`config.mk`:
```
export PLATFORM = sky130hd
export DESIGN_NAME = ifm_sweep_gen
export DESIGN_NICKNAME = d
export VERILOG_FILES = /design/src/rtl/ifm_sweep_gen.sv
export SDC_FILE = /design/constraint.sdc
export NUM_CORES = 1
export LEC_CHECK = 0
export CAP_MARGIN = 20
export CORE_AREA = 2 2 122 112
export CTS_BUF_LIST = sky130_fd_sc_hd__clkbuf_4
export DETAILED_ROUTE_END_ITERATION = 6
export DIE_AREA = 0 0 124 114
export PLACE_DENSITY = 0.83
export SYNTH_ARGS = -nofsm -noshare
export SYNTH_HDL_FRONTEND = slang
export SYNTH_SLANG_ARGS = --single-unit
```
`constraint.sdc`:
```
create_clock -name clk -period 9.58 [get_ports clk]
set_input_delay 1.916 -clock clk [delete_from_list [all_inputs] [get_ports clk]]
set_output_delay 1.916 -clock clk [all_outputs]
set_load 0.005 [all_outputs]
```
`src/rtl/ifm_sweep_gen.sv`:
```
// Producer side of the IFM window-buffer word protocol: sweeps a 3x3 window
// over the feature map along a snake path and emits one command word per read.
module ifm_sweep_gen #(
  parameter int         IFM_H      = 16,
  parameter int         IFM_W      = 16,
  parameter int         ADDR_WIDTH = 16,
  parameter logic [7:0] OP_ALL     = 8'h00,
  parameter logic [7:0] OP_RIGHT   = 8'h01,
  parameter logic [7:0] OP_LEFT    = 8'h02,
  parameter logic [7:0] OP_DOWN    = 8'hFF
) (
  input  logic                  clk,
  input  logic                  rst_n,
  input  logic                  start,
  input  logic                  hold,
  output logic                  rd_en,
  output logic [ADDR_WIDTH-1:0] rd_addr0,
  output logic [ADDR_WIDTH-1:0] rd_addr1,
  output logic [ADDR_WIDTH-1:0] rd_addr2,
  input  logic [7:0]            rd_data0,
  input  logic [7:0]            rd_data1,
  input  logic [7:0]            rd_data2,
  output logic [31:0]           ifm_word,
  output logic                  ifm_valid,
  output logic                  win_valid,
  output logic [7:0]            win_row,
  output logic [7:0]            win_col,
  output logic                  busy,
  output logic                  done
);

  typedef enum logic [1:0] {IDLE, LOAD, MOVE, DRAIN} state_e;

  localparam logic [7:0]            LAST_R = 8'(IFM_H - 3);
  localparam logic [7:0]            LAST_C = 8'(IFM_W - 3);
  localparam logic [ADDR_WIDTH-1:0] W_A    = ADDR_WIDTH'(IFM_W);

  state_e     state_q;
  logic       busy_q;
  logic [7:0] r_q, c_q;
  logic       dir_q;
  logic [1:0] cnt_q;

  logic [7:0]            r_d, c_d;
  logic                  dir_d;
  logic [7:0]            op_d;
  logic                  win_d, eor, eor_d, last_d;
  logic [ADDR_WIDTH-1:0] addr0, addr1, addr2;

  // First pipeline stage: travels with the read, aligned with rd_data.
  logic       ifm_valid_q;
  logic [7:0] op_q;
  logic       win_p_q, last_p_q;
  logic [7:0] row_p_q, col_p_q;

  // Second stage: window report, one cycle behind the word.
  logic       win_valid_q, done_q;
  logic [7:0] win_row_q, win_col_q;

  function automatic logic [ADDR_WIDTH-1:0] pix_addr(input logic [7:0] row,
                                                     input logic [7:0] col);
    return ADDR_WIDTH'(row) * W_A + ADDR_WIDTH'(col);
  endfunction

  assign eor = (!dir_q && c_q == LAST_C) || (dir_q && c_q == 8'd0);

  always_comb begin
    // NOTE: every signal assigned here gets a default first, so no path can
    // leave one unassigned and infer a latch.
    op_d  = OP_ALL;
    r_d   = r_q;
    c_d   = c_q;
    dir_d = dir_q;
    win_d = 1'b0;
    addr0 = '0;
    addr1 = '0;
    addr2 = '0;
    case (state_q)
      LOAD: begin
        addr0 = pix_addr(8'd0, {6'd0, cnt_q});
        addr1 = pix_addr(8'd1, {6'd0, cnt_q});
        addr2 = pix_addr(8'd2, {6'd0, cnt_q});
        win_d = (cnt_q == 2'd2);
      end
      MOVE: begin
        win_d = 1'b1;
        if (!eor && !dir_q) begin
          op_d  = OP_RIGHT;
          addr0 = pix_addr(r_q,        c_q + 8'd3);
          addr1 = pix_addr(r_q + 8'd1, c_q + 8'd3);
          addr2 = pix_addr(r_q + 8'd2, c_q + 8'd3);
          c_d   = c_q + 8'd1;
        end else if (!eor) begin
          op_d  = OP_LEFT;
          addr0 = pix_addr(r_q,        c_q - 8'd1);
          addr1 = pix_addr(r_q + 8'd1, c_q - 8'd1);
          addr2 = pix_addr(r_q + 8'd2, c_q - 8'd1);
          c_d   = c_q - 8'd1;
        end else begin
          op_d  = OP_DOWN;
          addr0 = pix_addr(r_q + 8'd3, c_q);
          addr1 = pix_addr(r_q + 8'd3, c_q + 8'd1);
          addr2 = pix_addr(r_q + 8'd3, c_q + 8'd2);
          r_d   = r_q + 8'd1;
          dir_d = !dir_q;
        end
      end
      default: ;
    endcase
    // The window after this read is the last one when it sits on the bottom
    // band and at the end of its row in the post-move direction.
    eor_d  = (!dir_d && c_d == LAST_C) || (dir_d && c_d == 8'd0);
    last_d = win_d && (r_d == LAST_R) && eor_d;
  end

  assign rd_en    = ((state_q == LOAD) || (state_q == MOVE)) && !hold;
  assign rd_addr0 = rd_en ? addr0 : '0;
  assign rd_addr1 = rd_en ? addr1 : '0;
  assign rd_addr2 = rd_en ? addr2 : '0;

  always_ff @(posedge clk or negedge rst_n) begin
    // NOTE: all sequential state uses non-blocking assignments so every
    // register samples the pre-edge values of the others.
    if (!rst_n) begin
      state_q <= IDLE;
      busy_q  <= 1'b0;
      r_q     <= 8'd0;
      c_q     <= 8'd0;
      dir_q   <= 1'b0;
      cnt_q   <= 2'd0;
    end else begin
      case (state_q)
        IDLE: if (start) begin
          state_q <= LOAD;
          busy_q  <= 1'b1;
          r_q     <= 8'd0;
          c_q     <= 8'd0;
          dir_q   <= 1'b0;
          cnt_q   <= 2'd0;
        end
        LOAD: if (!hold) begin
          cnt_q <= cnt_q + 2'd1;
          if (cnt_q == 2'd2) state_q <= last_d ? DRAIN : MOVE;
        end
        MOVE: if (!hold) begin
          r_q   <= r_d;
          c_q   <= c_d;
          dir_q <= dir_d;
          if (last_d) state_q <= DRAIN;
        end
        DRAIN: if (done_q) begin
          state_q <= IDLE;
          busy_q  <= 1'b0;
        end
        default: state_q <= IDLE;
      endcase
    end
  end

  always_ff @(posedge clk or negedge rst_n) begin
    if (!rst_n) begin
      ifm_valid_q <= 1'b0;
      op_q        <= 8'd0;
      win_p_q     <= 1'b0;
      last_p_q    <= 1'b0;
      row_p_q     <= 8'd0;
      col_p_q     <= 8'd0;
      win_valid_q <= 1'b0;
      done_q      <= 1'b0;
      win_row_q   <= 8'd0;
      win_col_q   <= 8'd0;
    end else begin
      ifm_valid_q <= rd_en;
      if (rd_en) begin
        op_q     <= op_d;
        win_p_q  <= win_d;
        last_p_q <= last_d;
        row_p_q  <= r_d;
        col_p_q  <= c_d;
      end
      win_valid_q <= ifm_valid_q && win_p_q;
      done_q      <= ifm_valid_q && win_p_q && last_p_q;
      if (ifm_valid_q && win_p_q) begin
        win_row_q <= row_p_q;
        win_col_q <= col_p_q;
      end
    end
  end

  // Read data is only valid alongside ifm_valid; the word is zero otherwise.
  assign ifm_word  = ifm_valid_q ? {op_q, rd_data0, rd_data1, rd_data2} : 32'd0;
  assign ifm_valid = ifm_valid_q;
  assign win_valid = win_valid_q;
  assign win_row   = win_row_q;
  assign win_col   = win_col_q;
  assign busy      = busy_q;
  assign done      = done_q;

endmodule

```
Word-level counts from Yosys, hierarchy flattened
Cells that the tools add are included.
- register bits after elaboration: 67
- bits in latches: 0
- bits in writable memories: 0
- bits in read-only memories: 0
- bits of input ports: 28
- output and inout port bits: 101
- word-level logic and storage cells: 123
- memories: 0
- add/subtract/negate cells: 19
- multiply operators: 0
- div/mod/pow operators: 0
- $lt $le $gt $ge: 0
- equality and inequality tests: 13
- shift-type cells: 0
- muxes and demuxes: 48
- bitwise operators: 0
- reductions and logical operators: 27
- operators with widths (cell ; count):
    $add 12x8->13 ; 9
    $mux 8 ; 12
    $mux 13 ; 6
    $pmux 13 s2 ; 3
    $mux 16 ; 3
    $add 8x2->8 const B ; 4
    $mux 32 ; 1
    $pmux 8 s2 ; 2
    $eq 8x4->1 const B ; 3
    $add 8x1->8 const B ; 2
    $logic_not 8->1 ; 2
    $mux 2 ; 8
    $logic_and 1x1->1 ; 10
    $ne 2x2->1 const B ; 5
    $reduce_and 3->1 ; 3
    $mux 1 ; 8
    $pmux 2 s4 ; 1
    $sub 8x1->8 const B ; 1
    $add 6x2->7 const A ; 1
    $add 5x2->6 const A ; 1
    $eq 2x2->1 const B ; 3
    $pmux 1 s2 ; 3
    $reduce_and 6->1 ; 1
    $reduce_bool 2->1 ; 3
    other kinds (7) ; 12

Depth between registers and ports, before layout
- depth after elaboration: 15
- depth in mapped cells: 16

Worst setup path before layout
No wires, ideal clock.
- path kind: flip-flop to output port
- from: register c_q[0]
- to: output port rd_addr1[10]
- arrival time: 3.734 ns
- data required time: 7.664 ns
- setup slack: 3.930 ns
- stages on the path, launching flop included: 17
- cells stage by stage: dfrtp_1 buf_1 inv_1 ha_1 buf_2 or3b_2 bufbuf_8 or4_2 nand2_1 ha_1 a21o_1 a21oi_1 nor2_1 xnor2_1 nor2_1 a211oi_1 a211oi_1
- longest elaborated chain between the ends: 8
- elaborated cells on any way between the ends: 17
- ends and longest elaborated chain (element ; RTL line ; text):
    from (decl) ; 40 ; logic [7:0] r_q, c_q;
    from (signal assigned) ; 128 ; c_q <= 8'd0;
    from (signal assigned) ; 137 ; c_q <= 8'd0;
    from (signal assigned) ; 147 ; c_q <= c_d;
    branches (longest 5 deep; another with $add 12x8->13) ; - ;
    $mux 13 * ; 87 ; if (!eor && !dir_q) begin
    $pmux 13 s2 * ; 78 ; case (state_q)
    $mux 16 * ; 118 ; assign rd_addr1 = rd_en ? addr1 : '0;
    to (decl) ; 18 ; output logic [ADDR_WIDTH-1:0] rd_addr1,
Every way passes the cells marked *.

Worst setup path in the final report
- from: register c_q[0]
- to: output port rd_addr2[11]
- longest elaborated chain between the ends: 8
- elaborated cells on any way between the ends: 17
- ends and longest elaborated chain (element ; RTL line ; text):
    branches (longest 5 deep; another with $add 12x8->13) ; - ;
    $mux 13 * ; 87 ;
    $pmux 13 s2 * ; 78 ;
    $mux 16 * ; 119 ; assign rd_addr2 = rd_en ? addr2 : '0;
    to (decl) ; 19 ; output logic [ADDR_WIDTH-1:0] rd_addr2,
Marks and branches as above.

==> results.md <==
* Slew Viols, Final at 0
* Hold Vio Cnt, Final at 0
* Clock power frac at 12.1%
* Post-CTS setup buffers at 0
* H-tree Lvls at 3
* Most frequent cells in the layout: clkdlybuf4s50_1 (118), nand2_1 (94), nor2_1 (78), o21ai_0 (64), dfrtp_1 (62)
* Endpoints failing setup at 0
* Worst skew pair latency at 0.40 ns
* First-pass GRT wire length at 29.8 mm
* Total Wirelength at 19.2 mm
* Largest family of logic cells by synthesized area: compound AO/OA/AOI/OAI gates
* Die Ht at 114 um
* Initial core utilization at 53.7%
* FILL cells at 1133
* Initial DRC Count at 691
* Synth Area in XOR/XNOR at 12.2%
* Arrival time worst endpoint at 5.00 ns
* Worst path required time at 7.66 ns
* Total global-route track usage at 26.8%
* CTS sink count at 62
* Worst Max-Slew Pin Slew at 0.806 ns
* CP Cell Sequence: inv_1 -> ha_1 -> or3b_2 -> or4_2 -> nand2_1 -> ha_1 -> a221oi_1 -> o21ai_0 -> xor2_1 -> o31ai_1 -> clkdlybuf4s50_1
* Critical path's top delay family: simple AND/OR/NAND/NOR gates
* Comb pwr share at 63.0%
* Flops & latches, synth at 62
* Row count at 40
* Nets at 1029
* Final ANT Viol Nets at 0
* Vias post-DR at 6661
* Seq/Total Area, Yosys at 22.2%
* Worst vdd ir at 0.000108 V
* Final Core Density at 62.9%
* Netlist Area Pre-Place at 6980 um2
* Power Internal at 0.000861 W
* Compound-gate portion of the synthesized area at 22.1%
* P_sw at 0.000785 W
* Initial antenna violation count at 0
* Die W at 124 um
* Area share of fa/ha/maj cells after synthesis at 12.0%
* Area of the multi-input gates at 4830 um2
* Crit Path Category: register to output port
* Status: complete, no violations
* Yosys warns at 0
* Reg power frac at 24.8%
* Post-synth EDFFs at 0
* Core ar. at 13000 um2
* GPL Wtd Cong at 0.931
* Net Sw Frac at 47.7%
* # resized after CTS at 0
* CTS clk-pin slew, worst paths at 0.11 ns
* Maximum root-to-sink buffer count at 2
* Dpl hpwl at 14.0 mm
* Sequential cell area at 1550 um2
* # diodes at 0
* Io pins at 129
* CP max FO at 17
* Distinct cells, synth at 80
* HP Class: register to register
* Post-synth top flop: dfrtp_1
* Pre-Repair DR Iteration Count at 5
* Leak Pwr at 3.52 nW
* Highest-delay cell along the critical path: dfrtp_1
* Bufs and invs on worst path at 2
* Post-synthesis mux area share at 3.03%
* MaxCap Viol Count at 0
* Global route overflow at 0
* TritonCTS clock tree: built
* Skew final at 0.0120 ns
* Fraction of layout cells with a size suffix above 1 at 6.87%
* WL/cell at 17.3 um
* Pwr/cell area at 201 nW/um2
* Number of CTS-inserted buffers at 9
* DIE AREA at 14100 um2
* Largest net degree at the start of global routing at 63
* Power Total at 0.00165 W
* Post-Synth Simple-Gate Area at 19.3%
* Root Driver: clkbuf_4
* Residual DRC count at 0
* Rel. slew slack at 46.3%
* CP startpoint kind: register
* Setup total negative slack at 0 ns
* Most common cell after layout, fill and taps aside: clkdlybuf4s50_1
* Drt via density at 5.98
* Post-synth ARST share at 100%
* Synth Area per Inst at 8.05 um2
* Area Growth Syn to Fin at 17.1%
* Minimum clock period at 6.92 ns
* CP peak stage delay at 0.62 ns
* RSZ-0062 raised after global routing: false
* Number of global-route vias before repair at 5857
* Hold buffer count at CTS at 0
* Syn Inst Count at 868
* Fmax at 144 MHz
* CP endpoint kind: output port
* Period utilization at 72.2%
* PortBufs at 119
* Most used cell along the critical path: ha_1
## state kept, by name (all words and copies together), names as in the netlist
signal,flops
c_q,8
col_p_q,8
r_q,8
row_p_q,8
win_col,8
win_row,8
op_q,3
cnt_q,2
state_q,2
busy,1
dir_q,1
done,1
ifm_valid,1
last_p_q,1
win_p_q,1
win_valid,1
## cells by family after synthesis
| kind of cell | Yosys count |
|---|---|
| fa+ha+maj | 62 |
| mux | 19 |
| buf+inv | 116 |
| compound gates | 234 |
| xor+xnor | 96 |
| flops | 62 |
| other cells | 1 |
| simple gates | 278 |
## routing by layer
metal,vias to the layer above,GRT usage [%],share of wire (%),wire (um)
met4,0,7.57,1.4,269
met5,-,0,0,0
li1,3172,-,-,-
met1,3125,37.2,43,8360
met3,24,4.30,9.7,1870
met2,340,43.3,45,8730
## worst reg2reg max path: stages, from the launching register on
cell,delay (ns)
dfrtp_1,0.74
inv_1,0.22
ha_1,0.26
nor4bb_1,0.14
buf_4,0.21
o21ai_2,0.14
buf_4,0.42
a31oi_1,0.22
a311oi_1,0.57
mux2_2,0.44
o41ai_2,0.46
a41oi_1,0.17
o221a_1,0.26
## cells in the mapped netlist, types with 3 or more instances
cell type | number | area [um2]
nand2_1 | 94 | 353
nor2_1 | 78 | 293
o21ai_0 | 64 | 320
dfrtp_1 | 62 | 1550
xnor2_1 | 55 | 482
ha_1 | 51 | 638
a21oi_1 | 49 | 245
xor2_1 | 40 | 350
inv_1 | 39 | 146
clkbuf_1 | 34 | 128
and2_1 | 28 | 175
a211oi_1 | 24 | 180
a21o_1 | 19 | 143
nand3_1 | 19 | 95.1
buf_4 | 17 | 128
mux2_2 | 17 | 191
buf_1 | 9 | 33.8
clkbuf_8 | 9 | 124
fa_1 | 9 | 180
nor3_1 | 8 | 40.0
a31oi_1 | 7 | 43.8
nand2b_1 | 7 | 43.8
o211ai_1 | 7 | 52.6
a221oi_1 | 6 | 52.6
nor2b_1 | 6 | 37.5
o22ai_1 | 6 | 37.5
a22oi_1 | 5 | 37.5
and3_1 | 5 | 31.3
o21a_1 | 5 | 37.5
a32oi_1 | 4 | 35.0
nand4_1 | 4 | 25.0
nor4_1 | 4 | 25.0
o31ai_1 | 4 | 30.0
or3_1 | 4 | 25.0
a22o_1 | 3 | 26.3
buf_6 | 3 | 33.8
o21ai_2 | 3 | 26.3
o21bai_1 | 3 | 22.5
## layout make-up
type / count / share of cell area [%]
Timing Repair Buffer: 130 / 15.8
Tap cell: 168 / 2.57
Clock inverter: 6 / 0.933
Clock buffer: 10 / 0.918
Multi-Input combinational cell: 698 / 59.0
Inverter: 40 / 1.84
Sequential cell: 62 / 19.0
## path summary, 6_finish.rpt
check / startpoint / endpoint / slack, ns / cells past startpoint
worst min register to register: last_p_q / last_p_q / 0.48 / 2
min in group asynchronous: rst_n / win_valid / 1.65 / 2
worst max register to register: c_q[0] / state_q[0] / 5.21 / 12
worst max-delay path: c_q[0] / rd_addr2[11] / 2.66 / 11
max in group asynchronous: rst_n / col_p_q[4] / 7.40 / 2
worst min-delay path: last_p_q / last_p_q / 0.48 / 2
## power by group through the flow
stage / Clock, W / Combinational (W) / Sequential, W
floorplan: 0 / 0.000780 / 0.000355
global placement: 0 / 0.000998 / 0.000412
detailed placement: 0 / 0.00101 / 0.000414
CTS: 0.000203 / 0.00102 / 0.000409
global route: 0.000216 / 0.00114 / 0.000420
finish: 0.000200 / 0.00104 / 0.000409
## per-stage QoR
step                cells  cell area, um2  hold slack (ns)  setup WS, ns
global route         1114            8180            0.509          2.43
detailed placement   1097            8000            0.453          2.37
floorplan             876            7010            0.432          3.93
CTS                  1113            8150            0.473          2.37
finish               1114            8180            0.480          2.66
global placement     1097            8000            0.446          2.48
(Power assumes the default switching activity.)
